File: config.mk
export PLATFORM = sky130hd
export DESIGN_NAME = bc_broadcast_buffer
export DESIGN_NICKNAME = d
export VERILOG_FILES = /design/src/rtl/bc_broadcast_buffer.sv
export SDC_FILE = /design/constraint.sdc
export NUM_CORES = 1
export LEC_CHECK = 0
export CAP_MARGIN = 20
export CORE_MARGIN = 5
export CORE_UTILIZATION = 55
export DETAILED_ROUTE_END_ITERATION = 6
export HOLD_SLACK_MARGIN = 0.12
export PLACE_DENSITY = 0.78
export SYNTH_ARGS = -nofsm -noshare
export SYNTH_HDL_FRONTEND = slang
export SYNTH_SLANG_ARGS = --single-unit
File: constraint.sdc
create_clock -name clk_i -period 9.35 [get_ports clk_i]
set_input_delay 2.3375 -clock clk_i [delete_from_list [all_inputs] [get_ports clk_i]]
set_output_delay 2.3375 -clock clk_i [all_outputs]
set_load 0.05 [all_outputs]
File: src/rtl/bc_broadcast_buffer.sv
// Source end of the lane broadcast chain: stores a command's operand vector once,
// replays it into lane 0 and checks the words coming back from the last lane.
module bc_broadcast_buffer #(
    parameter int unsigned Depth = 8,
    parameter int unsigned RepW  = 8,
    parameter int unsigned ELEN  = 64
) (
    input  logic                   clk_i,
    input  logic                   rst_i,
    input  logic                   cmd_valid_i,
    output logic                   cmd_ready_o,
    input  logic [$clog2(Depth):0] cmd_len_i,
    input  logic [RepW-1:0]        cmd_reps_i,
    input  logic                   in_valid_i,
    output logic                   in_ready_o,
    input  logic [ELEN-1:0]        in_data_i,
    output logic                   bc_valid_o,
    input  logic                   bc_ready_i,
    output logic [ELEN-1:0]        bc_data_o,
    input  logic                   ret_valid_i,
    output logic                   ret_ready_o,
    input  logic [ELEN-1:0]        ret_data_i,
    output logic                   busy_o,
    output logic                   done_o,
    output logic                   err_o
);

    localparam int unsigned IdxW  = $clog2(Depth);
    localparam int unsigned LenW  = IdxW + 1;
    localparam int unsigned PassW = RepW + 1;

    typedef enum logic {IDLE, ACTIVE} state_e;

    state_e            state_q, state_d;
    logic [LenW-1:0]   len_q, len_d;
    logic [RepW-1:0]   reps_q, reps_d;
    logic [LenW-1:0]   wr_cnt_q, wr_cnt_d;
    logic [LenW-1:0]   rd_idx_q, rd_idx_d;
    logic [PassW-1:0]  rd_pass_q, rd_pass_d;
    logic [LenW-1:0]   ret_idx_q, ret_idx_d;
    logic [PassW-1:0]  ret_pass_q, ret_pass_d;
    logic              err_q, err_d;
    logic              done_q, done_d;
    logic [ELEN-1:0]   mem_q [Depth];

    logic              active;
    logic              in_fire, bc_fire, ret_fire;
    logic              ret_mismatch;
    logic [LenW-1:0]   last_idx;

    assign active      = (state_q == ACTIVE);
    assign cmd_ready_o = (state_q == IDLE);
    assign busy_o      = active;
    assign in_ready_o  = active && (wr_cnt_q < len_q);
    // Later passes always see rd_idx < wr_cnt since the fill completed in pass 0.
    assign bc_valid_o  = active && (rd_pass_q <= PassW'(reps_q)) && (rd_idx_q < wr_cnt_q);
    assign ret_ready_o = active;
    assign bc_data_o   = mem_q[rd_idx_q[IdxW-1:0]];
    assign done_o      = done_q;
    assign err_o       = err_q;

    assign in_fire      = in_valid_i && in_ready_o;
    assign bc_fire      = bc_valid_o && bc_ready_i;
    assign ret_fire     = ret_valid_i && ret_ready_o;
    assign ret_mismatch = (ret_data_i != mem_q[ret_idx_q[IdxW-1:0]]);
    assign last_idx     = len_q - LenW'(1);

    always_comb begin
        state_d    = state_q;
        len_d      = len_q;
        reps_d     = reps_q;
        wr_cnt_d   = wr_cnt_q;
        rd_idx_d   = rd_idx_q;
        rd_pass_d  = rd_pass_q;
        ret_idx_d  = ret_idx_q;
        ret_pass_d = ret_pass_q;
        err_d      = err_q;
        done_d     = 1'b0;

        unique case (state_q)
            IDLE: begin
                if (cmd_valid_i) begin
                    len_d      = cmd_len_i;
                    reps_d     = cmd_reps_i;
                    wr_cnt_d   = '0;
                    rd_idx_d   = '0;
                    rd_pass_d  = '0;
                    ret_idx_d  = '0;
                    ret_pass_d = '0;
                    err_d      = 1'b0;
                    if (cmd_len_i == '0) begin
                        done_d = 1'b1;
                    end else begin
                        state_d = ACTIVE;
                    end
                end
            end
            ACTIVE: begin
                if (in_fire) begin
                    wr_cnt_d = wr_cnt_q + LenW'(1);
                end
                if (bc_fire) begin
                    if (rd_idx_q == last_idx) begin
                        rd_idx_d  = '0;
                        rd_pass_d = rd_pass_q + PassW'(1);
                    end else begin
                        rd_idx_d = rd_idx_q + LenW'(1);
                    end
                end
                if (ret_fire) begin
                    if (ret_mismatch) begin
                        err_d = 1'b1;
                    end
                    if (ret_idx_q == last_idx) begin
                        ret_idx_d  = '0;
                        ret_pass_d = ret_pass_q + PassW'(1);
                        if (ret_pass_q == PassW'(reps_q)) begin
                            state_d = IDLE;
                            done_d  = 1'b1;
                        end
                    end else begin
                        ret_idx_d = ret_idx_q + LenW'(1);
                    end
                end
            end
            default: state_d = IDLE;
        endcase
    end

    always_ff @(posedge clk_i) begin
        if (rst_i) begin
            state_q    <= IDLE;
            len_q      <= '0;
            reps_q     <= '0;
            wr_cnt_q   <= '0;
            rd_idx_q   <= '0;
            rd_pass_q  <= '0;
            ret_idx_q  <= '0;
            ret_pass_q <= '0;
            err_q      <= 1'b0;
            done_q     <= 1'b0;
        end else begin
            state_q    <= state_d;
            len_q      <= len_d;
            reps_q     <= reps_d;
            wr_cnt_q   <= wr_cnt_d;
            rd_idx_q   <= rd_idx_d;
            rd_pass_q  <= rd_pass_d;
            ret_idx_q  <= ret_idx_d;
            ret_pass_q <= ret_pass_d;
            err_q      <= err_d;
            done_q     <= done_d;
        end
    end

    // Storage is write-once per command, so it needs no reset.
    always_ff @(posedge clk_i) begin
        if (in_fire) begin
            mem_q[wr_cnt_q[IdxW-1:0]] <= in_data_i;
        end
    end

endmodule

Word-level counts from Yosys, hierarchy flattened
Memory sizes are Yosys's and may differ from the RTL's. A register that Yosys moved wholly into a read port is not among the register bits.
Cells that the tools add are included.
W data, S select, Z words.

word-level totals
  bits in registers = 45
  RAM bits = 512
  input bits = 146
  output and inout port bits = 71
  logic and storage cells = 84
  memories = 1

cells by class
  $add $sub $neg = 6
  magnitude comparators = 3
  equality and inequality tests = 11
  multiplexer cells = 38
  bitwise gates (word level) = 1
  reductions and logical operators = 14

memory list
  memory  words  bits a word  read ports  clocked after Yosys merged registers in  write ports  line  source
  mem_q   8      64           2           2                                        1            44    logic [ELEN-1:0] mem_q [Depth];

operator list
  operator               count
  $ne A64 B64 Y1         1
  $mux W9                5
  $pmux W9 S2            2
  $mux W4                6
  $pmux W4 S2            3
  $add A9 B1 Y9 const B  2
  $mux W1                15
  $add A4 B1 Y4 const B  3
  $mux W3                4
  $ne A2 B1 Y1 const B   6
  $eq A9 B8 Y1           1
  $le A9 B8 Y1           1
  $reduce_and A3 Y1      3
  $eq A4 B4 Y1           2
  $lt A4 B4 Y1           2
  $reduce_and A2 Y1      4
  $logic_and A1 B1 Y1    6
  $pmux W1 S2            3
  $logic_not A4 Y1       1
  $sub A4 B1 Y4 const B  1
  $ne A2 B2 Y1 const B   1
  $not A1 Y1             1

Depth between registers and ports, before layout
Gate-level depths: netlist of run 1.

  depth after elaboration = 8
  gate-level depth with buffers = 11
  gate-level depth less buffers = 10

Least setup slack after synthesis of run 1
No wires, ideal clock.

  path type = flip-flop to flip-flop
  start point = reg state_q (netlist: busy_o)
  end point = mem mem_q[0][0], enable pin
  setup time = 0.565 ns
  data arrival time = 7.465 ns
  slack = 1.320 ns
  cell stages (with the launch flop) = 8
  clock period less this slack = 8.030 ns
  path through = dfxtp_1 > clkbuf_1 > inv_1 > a211oi_1 > and2_1 > clkbuf_1 > nand2b_1 > nor3_1

between the ends
  word-level cells in the longest chain between the ends = 4

ends and longest elaborated chain
  element                        line  source
  start: declaration             34    state_e state_q, state_d;
  start signal: assignment       143   state_q <= state_d;
  $logic_and A1 B1 Y1            54    assign in_ready_o = active && (wr_cnt_q < len_q);
  net in_ready_o                 15    output logic in_ready_o,
  $logic_and A1 B1 Y1            62    assign in_fire = in_valid_i && in_ready_o;
  $mux W1                        158   if (in_fire) begin
  $mux W1 (not written as such)  159   mem_q[wr_cnt_q[IdxW-1:0]] <= in_data_i;
  end: declaration               44

The timed path passes the listed nets, and every way through them passes these cells.

==> impl_metrics.yaml, run 1 <==
run_status:
  status: "finished, final reports clean"
critical_path:
  worst_r2r_endpoint: "err_o$_SDFFE_PP0P_"
  cp_slowest_cell: "dfxtp_4"
  crit_buf_inv: 3
  regToRegSetupSlack_ps: 5010
  setup.worst_path.end_class: "output port"
  reg2reg_depth: 9
  cp.arrival_ps: 3740
  crit_fanout: 59
  cp_top_family: "buffers and inverters"
  critical_path.max_stage_delay_ps: 860
  path_cells: "buf_4 -> buf_16 -> mux4_2 -> mux2_2 -> clkdlybuf4s50_1"
  required_time_worst_endpoint_ps: 7010
  cp-start-kind: "flop"
  worst-setup-path-type: "reg2out"
clock_tree:
  worstSkewPairLatency_ps: 610
  cts_repair_resize_count: 0
  clock-root-buffer: "clkbuf_16"
  cts_buffer_depth: 3
  clk_pin_slew_worst_paths_ps: 60
  cts-hold-fix-buffers: 0
  clock_sink_count: 563
  cts_tree: "done"
  cts_post_setup_buffers_inserted: 0
  cts-buffers-inserted: 57
  htree_levels: 2
sta:
  timing_hold_violations_final: 0
  finalWorstPathRequiredPeriod_ps: 6080
  grt_setup_unrepaired: "no"
  finalHoldWorstSlack_ps: 489
  worst_slew_margin_rel_pct: 34.3
  post-route-period-util_pct: 65.0
  finalClockSkew_ps: 15.2
  timing.final.max_slew_violations: 0
  max_clock_freq_mhz: 164
  report.final.setup_viol: 0
  setup_total_negative_slack_ps: 0
  worst_slew_pin_slew_ps: 984
  timing.final.ws_setup_ps: 3270
route:
  wl_mm: 63.4
  route.vias.total: 14700
  drt_first_pass_iters: 7
  routedWlPerCell_um: 27.6
  post_drt_via_cell_ratio: 6.39
  postRouteAntennaNets: 0
  drt_iter0_markers: 1397
  drcViolationCount: 0
synth:
  yosys_warnings: 0
  synthAdderAreaFrac_pct: 0.953
  synth_mux_area_share_pct: 26.3
  netlist.top_cell.by_area: "edfxtp_1"
  synth_nets: 1578
  largest_family_of_logic_cells_by_synthesized_area: "multiplexers"
  synthesis.area_sq_mm: 0.0263
  yosys.area_share.simple_pct: 3.08
  synth_xor_xnor_area_share_pct: 3.15
  synth-seq-area-share_pct: 62.4
  count_of_distinct_cell_types_in_the_synthesized_netlist: 48
  synthFlopType: "edfxtp_1"
  gate_count_post_synth: 1412
  synth_compound_area_share_pct: 2.16
  synth_area_leaders: "edfxtp_1 59%, mux4_2 20%, dfxtp_1 3.9%, mux2i_1 3.2%, mux2_2 2.7%"
  syn_avg_cell_area_sq_um: 18.6
  ys_async_sr_fraction_pct: 0
  synth_edf_count: 512
  postSynthRegisterBits: 563
  synth_top_cell_area_share_pct: 58.6
power_and_ir_drop:
  worst_ir_drop_vdd_v: 0.000166
  powerDensity_mw_per_mm2: 177
  static-leakage-power_nw: 9.50
die:
  die_area_sq_mm: 0.0522
  floorplan.initialDensity_pct: 55.3
  fp.dieW_um: 228
  io_pins: 217
  std_cell_rows: 80
  coreArea_sq_mm: 0.0474
  die_height_um: 228
layout:
  area_growth_syn_to_layout_pct: 17.9
  layout.cell_area.non_filler_sq_mm: 0.0309
  final_cell_mix: "512 x edfxtp_1, 237 x mux4_2, 216 x clkdlybuf4s50_1"
  final_net_count: 1792
  layoutNonFillerInstCount: 2294
  drive_gt1_share_pct: 25.5
  final_common_cell: "edfxtp_1"
  number_of_filler_cells_placed_in_the_layout: 3183
placement:
  dp_cells: 2181
  detailed_place_hpwl_mm: 38.8
  dp_slack_ps: 3620
  gp_routability_congestion: 0.794
  detailed_place.area_sq_mm: 0.0290
  io_buffers: 216
global_route:
  wire_length_of_the_first_global_routing_pass_mm: 95.3
  grt_usage_pct: 24.0
  grt_max_degree: 78
  grt_overflow: 0
  number_of_global_route_vias_before_repair: 15100
  antenna_found_initial: 14
worst_hold_path:
  min-delay-path-class: "reg2reg"
  worstHoldPathCells: 2
  min_to: "len_q[3]$_SDFFE_PP0P_"
  hold_path_startpoint: "len_q[3]$_SDFFE_PP0P_"
run:
  max-cap-violations: 0
## layout make-up
class	instances	area, sq um	area share, %
sequential	563	16400	53.1
multi-input combinational	744	9420	30.4
timing repair buffer	241	2390	7.74
inverter	19	71.3	0.230
antenna	7	17.5	0.0566
clock inverter	32	313	1.01
clock buffer	73	1540	4.97
tap	615	769	2.49
## Yosys cell counts, types with 2 or more instances
library cell	number
a211oi_1	4
a21o_1	6
a21oi_1	36
a221oi_1	19
a311oi_1	3
a31oi_1	2
and3_1	5
buf_1	13
buf_2	20
buf_4	5
buf_6	4
clkbuf_1	42
dfxtp_1	51
edfxtp_1	512
ha_1	20
inv_1	19
mux2_2	64
mux2i_1	85
mux4_2	237
nand2_1	46
nand2b_1	5
nand3_1	4
nand4_1	20
nand4b_1	2
nor2_1	27
nor2b_1	21
nor3_1	7
nor4_1	11
o21ai_0	9
or2_2	2
or3_1	4
xnor2_1	20
xor2_1	72
## where the power goes
| group | leakage (nW) | internal (mW) | switching (mW) | total, mW |
|---|---|---|---|---|
| Combinational | 3.57 | 0.204 | 0.225 | 0.429 |
| Clock | 0.904 | 1.32 | 0.936 | 2.26 |
| Sequential | 5.02 | 2.76 | 0.0220 | 2.78 |
| Total | 9.50 | 4.28 | 1.18 | 5.47 |
## flip-flops by register name, summed over array words and instances, names as in the netlist, named ones only
signal and cells:
mem_q 512, rd_pass_q 9, ret_pass_q 9, reps_q 8
len_q 4, rd_idx_q 4, ret_idx_q 4, wr_cnt_q 4
busy_o 1, done_o 1, err_o 1
## how the worst max path moves through the flow
stage / start / cells past startpoint / slack, ps / to
global route: flop / 5 / 3140 / bc_data_o[58]
finish: flop / 5 / 3270 / bc_data_o[58]
detailed placement: flop / 4 / 3620 / bc_data_o[1]
global placement: flop / 4 / 3630 / bc_data_o[58]
CTS: flop / 4 / 2970 / bc_data_o[58]
floorplan: busy_o$_SDFF_PP0_ / 7 / 1320 / mem_q[0][0]$_DFFE_PP_
## metal layers
layer | vias up | GRT usage [%] | wire [um]
met2 | 607 | 40.5 | 32200
met1 | 7645 | 32.1 | 24600
li1 | 6289 | - | -
met4 | 14 | 6.35 | 1520
met3 | 97 | 5.42 | 4920
met5 | - | 0 | 102
## logic make-up (layout without fill, tap and decap cells)
| kind of cell | after synthesis | in the layout |
|---|---|---|
| AOI/OAI and AO/OA | 86 | 86 |
| xor gates and xnor gates | 93 | 93 |
| adders and majority gates | 20 | 20 |
| DFF | 563 | 563 |
| buffers and inverters | 105 | 365 |
| other | 0 | 7 |
| and+or+nand+nor | 159 | 159 |
| muxes | 386 | 386 |
## worst min-delay path, stage by stage (launching register included)
cell	delay, ps
dfxtp_1	330
nand2_1	60
a21oi_1	50
## metrics by stage
stage               util (%)  power [mW]
finish                  65.2        5.47
CTS                     65.1        5.51
detailed placement      61.2        3.27
global placement        61.2        3.26
floorplan                  -        3.09
global route            65.2        5.64
(Power assumes the default switching activity.)
==> inputs of run 2 (changes only) <==
- clock period: 9.35 -> 6.25 ns (I/O delays scaled with it)
==> run 2 against run 1 <==
The run now ends with DRC left. Clock-buffer cell count is 1 lower. Combinational power grew 51%. Critical path depth fell by 1. Clock skew decreased by 3.2 ps. Largest cell class unchanged. Largest power group unchanged. Highest routed layer unchanged.
==> impl_metrics.yaml, run 2 (synthesis results as in run 1) <==
layout:
  final_net_count: 1804
  final_cell_mix: "512 x edfxtp_1, 237 x mux4_2, 216 x clkdlybuf4s50_1"
  drive_gt1_share_pct: 25.8
  area_growth_syn_to_layout_pct: 18.0
  layoutNonFillerInstCount: 2310
  multi_input_comb_area_sq_mm: 0.00943
  final_common_cell: "edfxtp_1"
  area_used_by_sequential_logic_in_the_layout_sq_mm: 0.0164
  number_of_filler_cells_placed_in_the_layout: 3224
  flip_flop_count_of_the_largest_register_all_copies_and_words_added: 512
power_and_ir_drop:
  cell_internal_pwr_mw: 6.28
  comb_power_share_pct: 8.1
  power_mw: 8.05
  worst_ir_drop_vdd_v: 0.000228
  powerDensity_mw_per_mm2: 260
  switching_share_pct: 22.0
  power.switching_mw: 1.77
  share_seq_of_total_power_pct: 51.8
  static-leakage-power_nw: 9.52
  clock_power_share_pct: 40.2
sta:
  post-route-period-util_pct: 81.5
  setup_total_negative_slack_ps: 0
  timing_hold_violations_final: 0
  finalHoldWorstSlack_ps: 494
  finalClockSkew_ps: 12.0
  worst_slew_pin_slew_ps: 958
  report.final.setup_viol: 0
  finalWorstPathRequiredPeriod_ps: 5100
  max_clock_freq_mhz: 196
  worst_slew_margin_rel_pct: 36.2
  timing.final.max_slew_violations: 0
  grt_setup_unrepaired: "no"
route:
  drt_first_pass_iters: 7
  route.vias.total: 14800
  postRouteAntennaNets: 0
  post_drt_via_cell_ratio: 6.42
  drt_iter0_markers: 1629
  routedWlPerCell_um: 28.1
  wl_mm: 64.9
  drcViolationCount: 2
clock_tree:
  cts_buffer_depth: 3
  clock_sink_count: 563
  cts-buffers-inserted: 56
  cts_tree: "done"
  clock-root-buffer: "clkbuf_16"
  cts_post_setup_buffers_inserted: 0
  cts_repair_resize_count: 0
  cts-hold-fix-buffers: 0
  worstSkewPairLatency_ps: 610
  htree_levels: 2
  clk_pin_slew_worst_paths_ps: 60
global_route:
  number_of_global_route_vias_before_repair: 15500
  antenna_found_initial: 13
  grt_overflow: 0
  wire_length_of_the_first_global_routing_pass_mm: 97.9
  grt_max_degree: 59
  grt_usage_pct: 24.8
critical_path:
  crit_fanout: 58
  setup.worst_path.end_class: "output port"
  crit_buf_inv: 2
  critical_path.max_stage_delay_ps: 960
  cp_top_family: "buffers and inverters"
  path_cells: "buf_4 -> mux4_2 -> mux2_2 -> clkdlybuf4s50_1"
  cp-start-kind: "flop"
  cp.arrival_ps: 3530
  cp_slowest_cell: "dfxtp_4"
  worst-setup-path-type: "reg2out"
  required_time_worst_endpoint_ps: 4690
placement:
  detailed_place_hpwl_mm: 40.8
  dp_cells: 2195
  io_buffers: 216
  gp_routability_congestion: 0.799
die:
  die_area_sq_mm: 0.0522
  coreArea_sq_mm: 0.0474
  fp.dieW_um: 228
  io_pins: 217
  std_cell_rows: 80
  floorplan.initialDensity_pct: 55.3
  die_height_um: 228
run:
  max-cap-violations: 0
run_status:
  violations: "DRC"
  status: "finished, violations left"
worst_hold_path:
  min-delay-path-class: "reg2reg"
run 2: changes by cell type in the layout (fill, tap and decap cells not counted), sizes merged:
cell,change
buf,+13
bufinv,-2
clkinv,+3
diode,+3
clkinvlp,-1
inv,+1
clkbuf,-1
run 2: through the flow:
stage	util [%]	cell area [sq um]	worst slack, ps
floorplan	-	26300	-62.9
global placement	61.6	29200	1830
detailed placement	61.6	29200	1800
CTS	65.2	31000	1140
global route	65.3	31000	1050
finish	65.3	31000	1150
run 2: worst register-to-register path, stage by stage, from the launching register on:
cell      delay, ps
dfxtp_1         570
ha_1            310
a21o_1          150
a21o_1          190
a211oi_1        360
and2_1          370
nand2b_1        340
nor2_4          740
buf_12          400
run 2: path summary, 6_finish.rpt:
check | start | end | slack [ps] | depth (start not counted)
setup / recovery | flop | bc_data_o[10] | 1150 | 4
hold / removal | len_q[3]$_SDFFE_PP0P_ | len_q[3]$_SDFFE_PP0P_ | 490 | 2
setup reg to reg | wr_cnt_q[1]$_SDFFE_PP0P_ | mem_q[2][40]$_DFFE_PP_ | 2420 | 8
hold reg to reg | len_q[3]$_SDFFE_PP0P_ | len_q[3]$_SDFFE_PP0P_ | 490 | 2
run 2: metal layers:
metal | part of all wire (%) | vias to the layer above | track usage (%)
met5 | 0.072 | - | 0
met4 | 2.5 | 8 | 7.75
met3 | 7.7 | 98 | 5.80
met2 | 50 | 611 | 40.9
met1 | 39 | 7786 | 33.3
li1 | - | 6318 | -
run 2: layout make-up:
type                       instances  share of cell area [%]
clock buffer                      72                    4.82
timing repair buffer             254                    8.10
inverter                          19                   0.230
multi-input combinational        744                    30.5
sequential                       563                    53.0
tap                              615                    2.48
antenna                           10                  0.0808
clock inverter                    33                   0.828
run 2: power by group through the flow:
stage,sequential (mW),clock [mW],combinational [mW]
global placement,4.25,0,0.636
CTS,4.17,3.28,0.652
detailed placement,4.25,0,0.648
floorplan,4.22,0,0.400
global route,4.17,3.46,0.690
finish,4.17,3.23,0.649
